File: src/rtl/heading_pid_pkg.sv
// Shared widths, gains and helpers for the heading PID controller.
package heading_pid_pkg;
    localparam int HEAD_W  = 12;
    localparam int ERR_W   = 10;
    localparam int INTEG_W = 15;
    localparam int PID_W   = 14;
    localparam int DSAT_W  = 7;
    localparam int FRWRD_W = 10;
    localparam int SPD_W   = 11;

    localparam logic signed [5:0] P_COEFF = 6'sd6;
    localparam logic signed [5:0] D_COEFF = 6'sd19;

    // Two's-complement add overflow: operands agree in sign, result does not.
    function automatic logic add_ovf(input logic a_msb, input logic b_msb, input logic s_msb);
        return (a_msb == b_msb) && (s_msb != a_msb);
    endfunction
endpackage

File: src/rtl/sat_signed.sv
// Combinational clamp of a signed value into a narrower signed range.
module sat_signed #(
    parameter int IN_W  = 12,
    parameter int OUT_W = 10
) (
    input  logic signed [IN_W-1:0]  din,
    output logic signed [OUT_W-1:0] dout
);
    localparam logic signed [IN_W-1:0] MAX_V = {{(IN_W-OUT_W+1){1'b0}}, {(OUT_W-1){1'b1}}};
    localparam logic signed [IN_W-1:0] MIN_V = {{(IN_W-OUT_W+1){1'b1}}, {(OUT_W-1){1'b0}}};

    always_comb begin
        dout = din[OUT_W-1:0];
        if (din > MAX_V)
            dout = MAX_V[OUT_W-1:0];
        else if (din < MIN_V)
            dout = MIN_V[OUT_W-1:0];
    end
endmodule

File: src/rtl/heading_pid.sv
// Heading PID: registered error stage, PID stage, then differential motor speeds.
module heading_pid
    import heading_pid_pkg::*;
(
    input  logic                      clk,
    input  logic                      rst_n,
    input  logic                      moving,
    input  logic                      err_vld,
    input  logic signed [HEAD_W-1:0]  heading,
    input  logic signed [HEAD_W-1:0]  desired_heading,
    input  logic [FRWRD_W-1:0]        frwrd,
    output logic signed [SPD_W-1:0]   lft_spd,
    output logic signed [SPD_W-1:0]   rght_spd
);
    logic signed [HEAD_W-1:0]  raw_err;
    logic signed [ERR_W-1:0]   err_sat;
    logic signed [ERR_W-1:0]   err_reg;
    logic                      vld_reg;
    logic signed [ERR_W-1:0]   prev_err_reg;
    logic signed [INTEG_W-1:0] integ_reg;
    logic signed [PID_W-1:0]   pid_reg;
    logic signed [SPD_W-1:0]   lft_spd_reg;
    logic signed [SPD_W-1:0]   rght_spd_reg;

    // Modular subtraction makes the +/-180 degree wrap fall out naturally.
    assign raw_err = heading - desired_heading;

    sat_signed #(.IN_W(HEAD_W), .OUT_W(ERR_W)) u_err_sat (
        .din  (raw_err),
        .dout (err_sat)
    );

    logic signed [ERR_W:0]     err_diff;
    logic signed [DSAT_W-1:0]  d_sat;
    assign err_diff = {err_reg[ERR_W-1], err_reg} - {prev_err_reg[ERR_W-1], prev_err_reg};

    sat_signed #(.IN_W(ERR_W+1), .OUT_W(DSAT_W)) u_d_sat (
        .din  (err_diff),
        .dout (d_sat)
    );

    logic signed [PID_W-1:0]   p_term;
    logic signed [PID_W-1:0]   i_term;
    logic signed [PID_W-1:0]   d_term;
    logic signed [PID_W-1:0]   pid_sum;
    logic signed [INTEG_W-1:0] err_ext;
    logic signed [INTEG_W-1:0] integ_sum;
    logic                      integ_ovf;

    assign p_term  = {{(PID_W-ERR_W){err_reg[ERR_W-1]}}, err_reg}
                   * {{(PID_W-6){P_COEFF[5]}}, P_COEFF};
    assign d_term  = {{(PID_W-DSAT_W){d_sat[DSAT_W-1]}}, d_sat}
                   * {{(PID_W-6){D_COEFF[5]}}, D_COEFF};
    assign i_term  = {{(PID_W-9){integ_reg[INTEG_W-1]}}, integ_reg[INTEG_W-1:6]};
    assign pid_sum = p_term + i_term + d_term;

    assign err_ext   = {{(INTEG_W-ERR_W){err_reg[ERR_W-1]}}, err_reg};
    assign integ_sum = integ_reg + err_ext;
    assign integ_ovf = add_ovf(integ_reg[INTEG_W-1], err_ext[INTEG_W-1], integ_sum[INTEG_W-1]);

    logic [SPD_W-1:0] frwrd_ext;
    assign frwrd_ext = {1'b0, frwrd};

    always_ff @(posedge clk or negedge rst_n) begin
        if (!rst_n) begin
            err_reg      <= '0;
            vld_reg      <= 1'b0;
            prev_err_reg <= '0;
            integ_reg    <= '0;
            pid_reg      <= '0;
            lft_spd_reg  <= '0;
            rght_spd_reg <= '0;
        end else begin
            vld_reg <= err_vld;
            if (err_vld)
                err_reg <= err_sat;

            // The PID sum sees the integrator as it was before this edge.
            if (vld_reg) begin
                pid_reg      <= pid_sum;
                prev_err_reg <= err_reg;
            end

            if (!moving)
                integ_reg <= '0;
            else if (vld_reg && !integ_ovf)
                integ_reg <= integ_sum;

            if (!moving) begin
                lft_spd_reg  <= '0;
                rght_spd_reg <= '0;
            end else begin
                lft_spd_reg  <= frwrd_ext + pid_reg[PID_W-1:3];
                rght_spd_reg <= frwrd_ext - pid_reg[PID_W-1:3];
            end
        end
    end

    // Fractional PID bits are intentionally dropped at the speed stage.
    logic unused_pid_frac;
    assign unused_pid_frac = &{1'b0, pid_reg[2:0]};

    assign lft_spd  = lft_spd_reg;
    assign rght_spd = rght_spd_reg;
endmodule

File: config.mk
export PLATFORM = sky130hd
export DESIGN_NAME = heading_pid
export DESIGN_NICKNAME = d
export VERILOG_FILES = /design/src/rtl/heading_pid_pkg.sv /design/src/rtl/sat_signed.sv /design/src/rtl/heading_pid.sv
export SDC_FILE = /design/constraint.sdc
export NUM_CORES = 1
export LEC_CHECK = 0
export BUFFER_PORTS_ARGS = -buffer_cell sky130_fd_sc_hd__buf_2
export CORE_MARGIN = 1
export CORE_UTILIZATION = 35
export CTS_CLUSTER_SIZE = 12
export DETAILED_ROUTE_END_ITERATION = 8
export GPL_ROUTABILITY_DRIVEN = 0
export PLACE_DENSITY = 0.58
export SLEW_MARGIN = 0
export SYNTH_ARGS = -nofsm -noshare
export SYNTH_HDL_FRONTEND = slang
export SYNTH_SLANG_ARGS = --single-unit
File: constraint.sdc
create_clock -name clk -period 6 [get_ports clk]
set_input_delay 0.3 -clock clk [delete_from_list [all_inputs] [get_ports clk]]
set_output_delay 0.3 -clock clk [all_outputs]
set_load 0.02 [all_outputs]
==> results of run 1 <==
==> final cells by class <==
class / count / area share, %
clock inverters: 4 / 0.610
repair buffers: 93 / 6.88
flip-flops and latches: 68 / 21.3
clock buffers: 12 / 3.08
inverters: 122 / 5.74
well taps: 260 / 4.06
multi-input cells: 557 / 58.4
==> routing by layer <==
metal | wire length, microns | share of wire [%]
met2 | 6720 | 48
met3 | 375 | 2.7
met4 | 191 | 1.4
met5 | 0 | 0
met1 | 6790 | 48
==> path summary, 6_finish.rpt <==
check | end | slack, ns
worst min-delay path | rght_spd[1] | 0.15
min in group clk | lft_spd[1] | 0.19
worst min register to register | integ_reg[0] | 0.53
worst max-delay path | pid_reg[12] | 0.26
worst max register to register | pid_reg[12] | 0.26
max in group asynchronous | err_reg[1] | 5.20
==> critical path, stage by stage, from the launching register on <==
cell	delay [ns]
dfrtp_1	0.37
ha_1	0.31
a21o_1	0.19
a21oi_2	0.14
mux2_2	0.36
or4_4	0.54
nand4_1	0.14
and2_4	0.21
o21ai_1	0.07
ha_1	0.20
fa_1	0.55
ha_4	0.21
fa_1	0.48
and4_1	0.20
fa_2	0.35
a21o_1	0.20
a21oi_2	0.15
o21bai_1	0.09
a21oi_2	0.16
o21bai_1	0.09
a21oi_2	0.14
o21bai_1	0.08
a21oi_1	0.15
xor2_1	0.15
mux2i_1	0.08
==> synthesized netlist by cell type (3+ instances only) <==
cell type | n | area, sq um
a21boi_1 | 4 | 30.0
a21o_1 | 14 | 105
a21oi_1 | 49 | 245
a31oi_1 | 6 | 37.5
and2_1 | 5 | 31.3
and3_1 | 3 | 18.8
and4_1 | 3 | 26.3
clkbuf_1 | 11 | 41.3
dfrtp_1 | 68 | 1700
fa_1 | 32 | 641
ha_1 | 89 | 1110
inv_1 | 119 | 447
mux2i_1 | 20 | 200
nand2_1 | 30 | 113
nand2b_1 | 10 | 62.6
nand3_1 | 12 | 60.1
nand3b_1 | 3 | 22.5
nand4_1 | 3 | 18.8
nor2_1 | 53 | 199
nor2b_1 | 9 | 56.3
nor3_1 | 17 | 85.1
nor3b_1 | 7 | 52.6
o211ai_1 | 3 | 22.5
o21a_1 | 5 | 37.5
o21ai_0 | 36 | 180
o21ai_1 | 18 | 90.1
o21bai_1 | 13 | 97.6
o22ai_1 | 10 | 62.6
o311ai_0 | 3 | 26.3
or2_2 | 3 | 18.8
or3_1 | 10 | 62.6
xnor2_1 | 34 | 298
xor2_1 | 13 | 114
==> timing repair <==
action                                  in CTS  in global routing
resized for setup                            2                 29
endpoints found under the setup margin       1                  6
cloned                                       0                  0
setup buffers                                0                  3
pin swaps                                    0                 10
==> cells by family (layout without fill, tap and decap cells) <==
family | after synthesis | in the layout | synth area share, %
adder cells (fa/ha/maj) | 121 | 121 | 26.0
multiplexers | 23 | 23 | 3.47
AND/OR/NAND/NOR | 176 | 176 | 13.1
AO/OA/AOI/OAI | 190 | 190 | 18.3
XOR/XNOR | 47 | 47 | 6.10
flip-flops | 68 | 68 | 25.2
buffers and inverters | 137 | 231 | 7.82
==> stage by stage <==
step	util, %	instance area (sq um)	cells	hold slack, ns
after floorplan	-	6760	762	0.00441
after global placement	40.0	7540	1097	0.500
after detailed placement	40.0	7540	1097	0.514
after CTS	41.7	7840	1113	0.184
after global routing	42.5	8010	1116	0.195
final	42.5	8010	1116	0.150
==> summary.md, run 1 <==
| Metric | Value |
|---|---|
| Crit path launch | err_reg[6] |
| DRT Wirelength | 14.1 mm |
| Post-route ant nets | 0 |
| Synth Warn # | 0 |
| Clock tree sinks | 68 |
| Fin. Hold Viols | 0 |
| Vias per Instance | 4.71 |
| Reg area | 1700 sq um |
| Area occupied by multi-input gates | approximately 4700 sq um |
| Fillers | between 1500 and 2000 |
| Post-route DRC | 0 |
| TritonRoute pass-1 iters | 6 |
| Startpoint Class | flop |
| Setup TNS | 0 ns |
| Largest net degree at the start of global routing | 69 |
| Worst EP arrival | 5.95 ns |
| Clk_lat worst skew | between 0.3 and 0.4 ns |
| Via count | 5251 |
| Yosys reg bits | 68 |
| Outcome | completed |
| Hold_buf cts | 0 |
| Max_cap viols | 0 |
| # IOs | 60 |
| Worst reg-to-reg path cell count | 24 |
| FFs w/ async S/R, synth | 100% |
| DRT iter0 DRCs | 165 |
| Buffer levels on the longest clock path | 2 |
| DR WL/cell | about 13 microns |
| Netlist area before placement | 6750 sq um |
| # rows | 50 |
| Place WS | -0.0118 ns |
| Worst hold path type | primary input to asynchronous set/reset pin |
| Most frequent cells in the layout | 119 x inv_1, 84 x ha_1, 67 x dfrtp_1, 59 x buf_2, 52 x nor2_1 |
| Clock-pin slew on the worst setup and hold paths | 0.06 ns |
| M1 GR Usage | 18.7% |
| Post-synth net total | around 920 |
| Crit end category | flop |
| Post-synth EDFFs | 0 |
| Share of cells above drive strength 1 | 17.5% |
| Die height | 141 microns |
| Initial antenna violation count | 0 |
| Sequential fraction of the synthesis area | 25.2% |
| Die width | 141 microns |
| Slew Viols, Final | 0 |
| Worst-Margin Slew | 1.18 ns |
| Busiest grt layer | met2 |
| Crit path time final | approximately 5.7 ns |
| GR Layer Usage met2 | 26.4% |
| Max reg flops | 15 |
| Diodes inserted | 0 |
| Core area | 18800 sq um |
| Synth Instances | 762 |
| Endpoints failing setup | 0 |
| First-pass GRT wire length | approximately 24 mm |
| Slew HR | 21.3% |
| Fin crit share | 95.6% |
| CTS tree | yes |
| CP max FO | 5 |
| Fmax | about 0.17 GHz |
| Worst clock skew | 0.00411 ns |
| Overflow after GRT | 0 |
| Final HPWL DP | 10.9 mm |
| Root Driver | clkbuf_16 |
| Overall Global Routing Usage | between 10% and 20% |
| Starting Density | 35.9% |
| WP data required | 6.22 ns |
| Commonest non-fill, non-tap cell in the layout | inv_1 |
| Synth cell types | 66 |
| Critical R2R Launch | err_reg[6] |
| WS Path Type | flop to flop |
| Area Growth Syn to Fin | 18.6% |
| Number of port buffers | 59 |
| Worst setup margin | 0.263 ns |
| Average cell area after synthesis | ~8.9 sq um |
| Htree depth | 3 |
| Nets@finish | ~1000 |
| Met3 Usage GRT | 2.96% |
| Die ar. | roughly 20000 sq um |
| Dominant synthesized flop cell | dfrtp_1 |
| CTS buffer count | 9 |
| Vias in the first global route | about 5000 |
Power of run 1 is left out: the tool's default activity adds up to more than one toggle a clock period on the data nets, which glitch-free logic cannot reach.
==> run 2: changes to the inputs <==
--- a/config.mk
+++ b/config.mk
@@ -8,11 +8,11 @@
 export BUFFER_PORTS_ARGS = -buffer_cell sky130_fd_sc_hd__buf_2
 export CORE_MARGIN = 1
 export CORE_UTILIZATION = 35
+export CTS_BUF_LIST = sky130_fd_sc_hd__clkbuf_16
 export CTS_CLUSTER_SIZE = 12
 export DETAILED_ROUTE_END_ITERATION = 8
 export GPL_ROUTABILITY_DRIVEN = 0
 export PLACE_DENSITY = 0.58
-export SLEW_MARGIN = 0
 export SYNTH_ARGS = -nofsm -noshare
 export SYNTH_HDL_FRONTEND = slang
 export SYNTH_SLANG_ARGS = --single-unit
==> summary.md, run 2 (same netlist as run 1, synthesis figures left out) <==
| Metric | Value |
|---|---|
| Starting Density | between 30 and 40% |
| Reg2Reg Setup Slack | 0.26 ns |
| Fmax | 0.174 GHz |
| Crit path launch | err_reg[6] |
| Worst EP arrival | about 6.0 ns |
| # IOs | 60 |
| Core area | 18800 sq um |
| Fin. Hold Viols | 0 |
| Post-route DRC | 0 |
| Place WS | -0.0118 ns |
| Clock tree sinks | 68 |
| Startpoint Class | flop |
| FF-to-FF End | pid_reg[12] |
| CTS buffer count | 9 |
| Crit end category | flop |
| Slew Viols, Final | 0 |
| Top layer reached by signal wires | met4 |
| CTS tree | yes |
| Root Driver | clkbuf_16 |
| Diodes inserted | 0 |
| Post-route ant nets | 0 |
| Largest net degree at the start of global routing | 69 |
| Endpoints failing setup | 0 |
| Htree depth | 3 |
| Worst setup margin | between 0.2 and 0.3 ns |
| Commonest non-fill, non-tap cell in the layout | inv_1 |
| DRT iter0 DRCs | 180 |
| # rows | 50 |
| Clock-pin slew on the worst setup and hold paths | ~0.06 ns |
| Dpl cells | 1097 |
| Initial antenna violation count | 0 |
| Met2 Wirelength | 6.74 mm |
| Slew HR | 22.7% |
| TritonRoute pass-1 iters | 6 |
| Outcome | completed |
| Share of cells above drive strength 1 | between 10% and 20% |
| CP max FO | 5 |
| Worst clock skew | between 0.003 and 0.004 ns |
| Most frequent cells in the layout | 121 x inv_1, 84 x ha_1, 67 x dfrtp_1, 59 x buf_2, 52 x nor2_1 |
| Clk_lat worst skew | roughly 0.34 ns |
| Utilization after layout | 42.5% |
| Met1 WL | 6.85 mm |
| Overflow after GRT | 0 |
| Worst reg-to-reg path cell count | 24 |
| Worst-Margin Slew | 1.16 ns |
| First-pass GRT wire length | roughly 24 mm |
| Area Growth Syn to Fin | 18.4% |
| Via count | ~5300 |
| DR WL/cell | ~13 microns |
| Post-route insts no fill | 1116 |
| Fin crit share | 95.7% |
| Die ar. | 19900 sq um |
| Vias in the first global route | ~5000 |
| Final HPWL DP | 10.9 mm |
| Max_cap viols | 0 |
| DRT Wirelength | 14.1 mm |
| Metal3 WL | 342 microns |
| Max reg flops | 15 |
| Vias per Instance | 4.71 |
| Nets@finish | just over 1000 |
| Worst hold path type | primary input to asynchronous set/reset pin |
| Die width | 141 microns |
| Number of port buffers | 59 |
| Critical R2R Launch | err_reg[6] |
| Die height | 141 microns |
| WP data required | 6.21 ns |
| End of the critical path | pid_reg[12] |
| Overall Global Routing Usage | between 15 and 20% |
| Buffer levels on the longest clock path | 2 |
| Crit path time final | roughly 5.7 ns |
| WS Path Type | flop to flop |
==> run 2: repair_timing <==
action                                  CTS  global route
buffers inserted                          0             3
hold buffers                              0             0
pin swaps                                 0            10
resized for setup                         2            29
endpoints found under the setup margin    1             6
==> run 2: critical path: stages, from the launching register on <==
cell      delay (ns)
dfrtp_1         0.37
ha_1            0.31
a21o_1          0.19
a21oi_2         0.14
mux2_2          0.36
or4_4           0.54
nand4_1         0.14
and2_4          0.21
o21ai_1         0.07
ha_1            0.20
fa_1            0.55
ha_4            0.21
fa_1            0.48
and4_1          0.20
fa_2            0.35
a21o_1          0.20
a21oi_2         0.15
o21bai_1        0.09
a21oi_2         0.16
o21bai_1        0.09
a21oi_2         0.14
o21bai_1        0.08
a21oi_1         0.15
xor2_1          0.15
mux2i_1         0.08
==> run 2: worst min path at each step <==
stage	start	endpoint
6_report	rst_n	rght_spd[1]
5_1_grt	moving	rght_spd[1]
4_1_cts	moving	lft_spd[1]
3_5_place_dp	prev_err_reg[0]	prev_err_reg[0]
3_3_place_gp	prev_err_reg[0]	prev_err_reg[0]
2_1_floorplan	rst_n	err_reg[0]
==> run 2: metrics by stage <==
stage / hold WS, ns / setup TNS, ns / area [sq um]
4_1_cts: 0.185 / 0 / 7830
6_report: 0.151 / 0 / 8000
2_1_floorplan: 0.00441 / 0 / 6760
3_5_place_dp: 0.514 / -0.0118 / 7540
3_3_place_gp: 0.500 / 0 / 7540
5_1_grt: 0.197 / -0.00264 / 8000
==> run 2: layout make-up <==
type | count | area, sq um
Multi-Input combinational cell | 557 | 4670
Timing Repair Buffer | 93 | 551
Inverter | 122 | 459
Fill cell | 1915 | 10800
Clock buffer | 9 | 225
Tap cell | 260 | 325
Sequential cell | 68 | 1700
Clock inverter | 7 | 60.1
==> run 2: layer usage <==
metal | vias up | global-route usage [%]
met5 | - | 0
met4 | 0 | 4.58
met3 | 14 | 2.85
met2 | 75 | 26.5
met1 | 2373 | 18.7
li1 | 2791 | -
Power of run 2 is left out for the same reason.
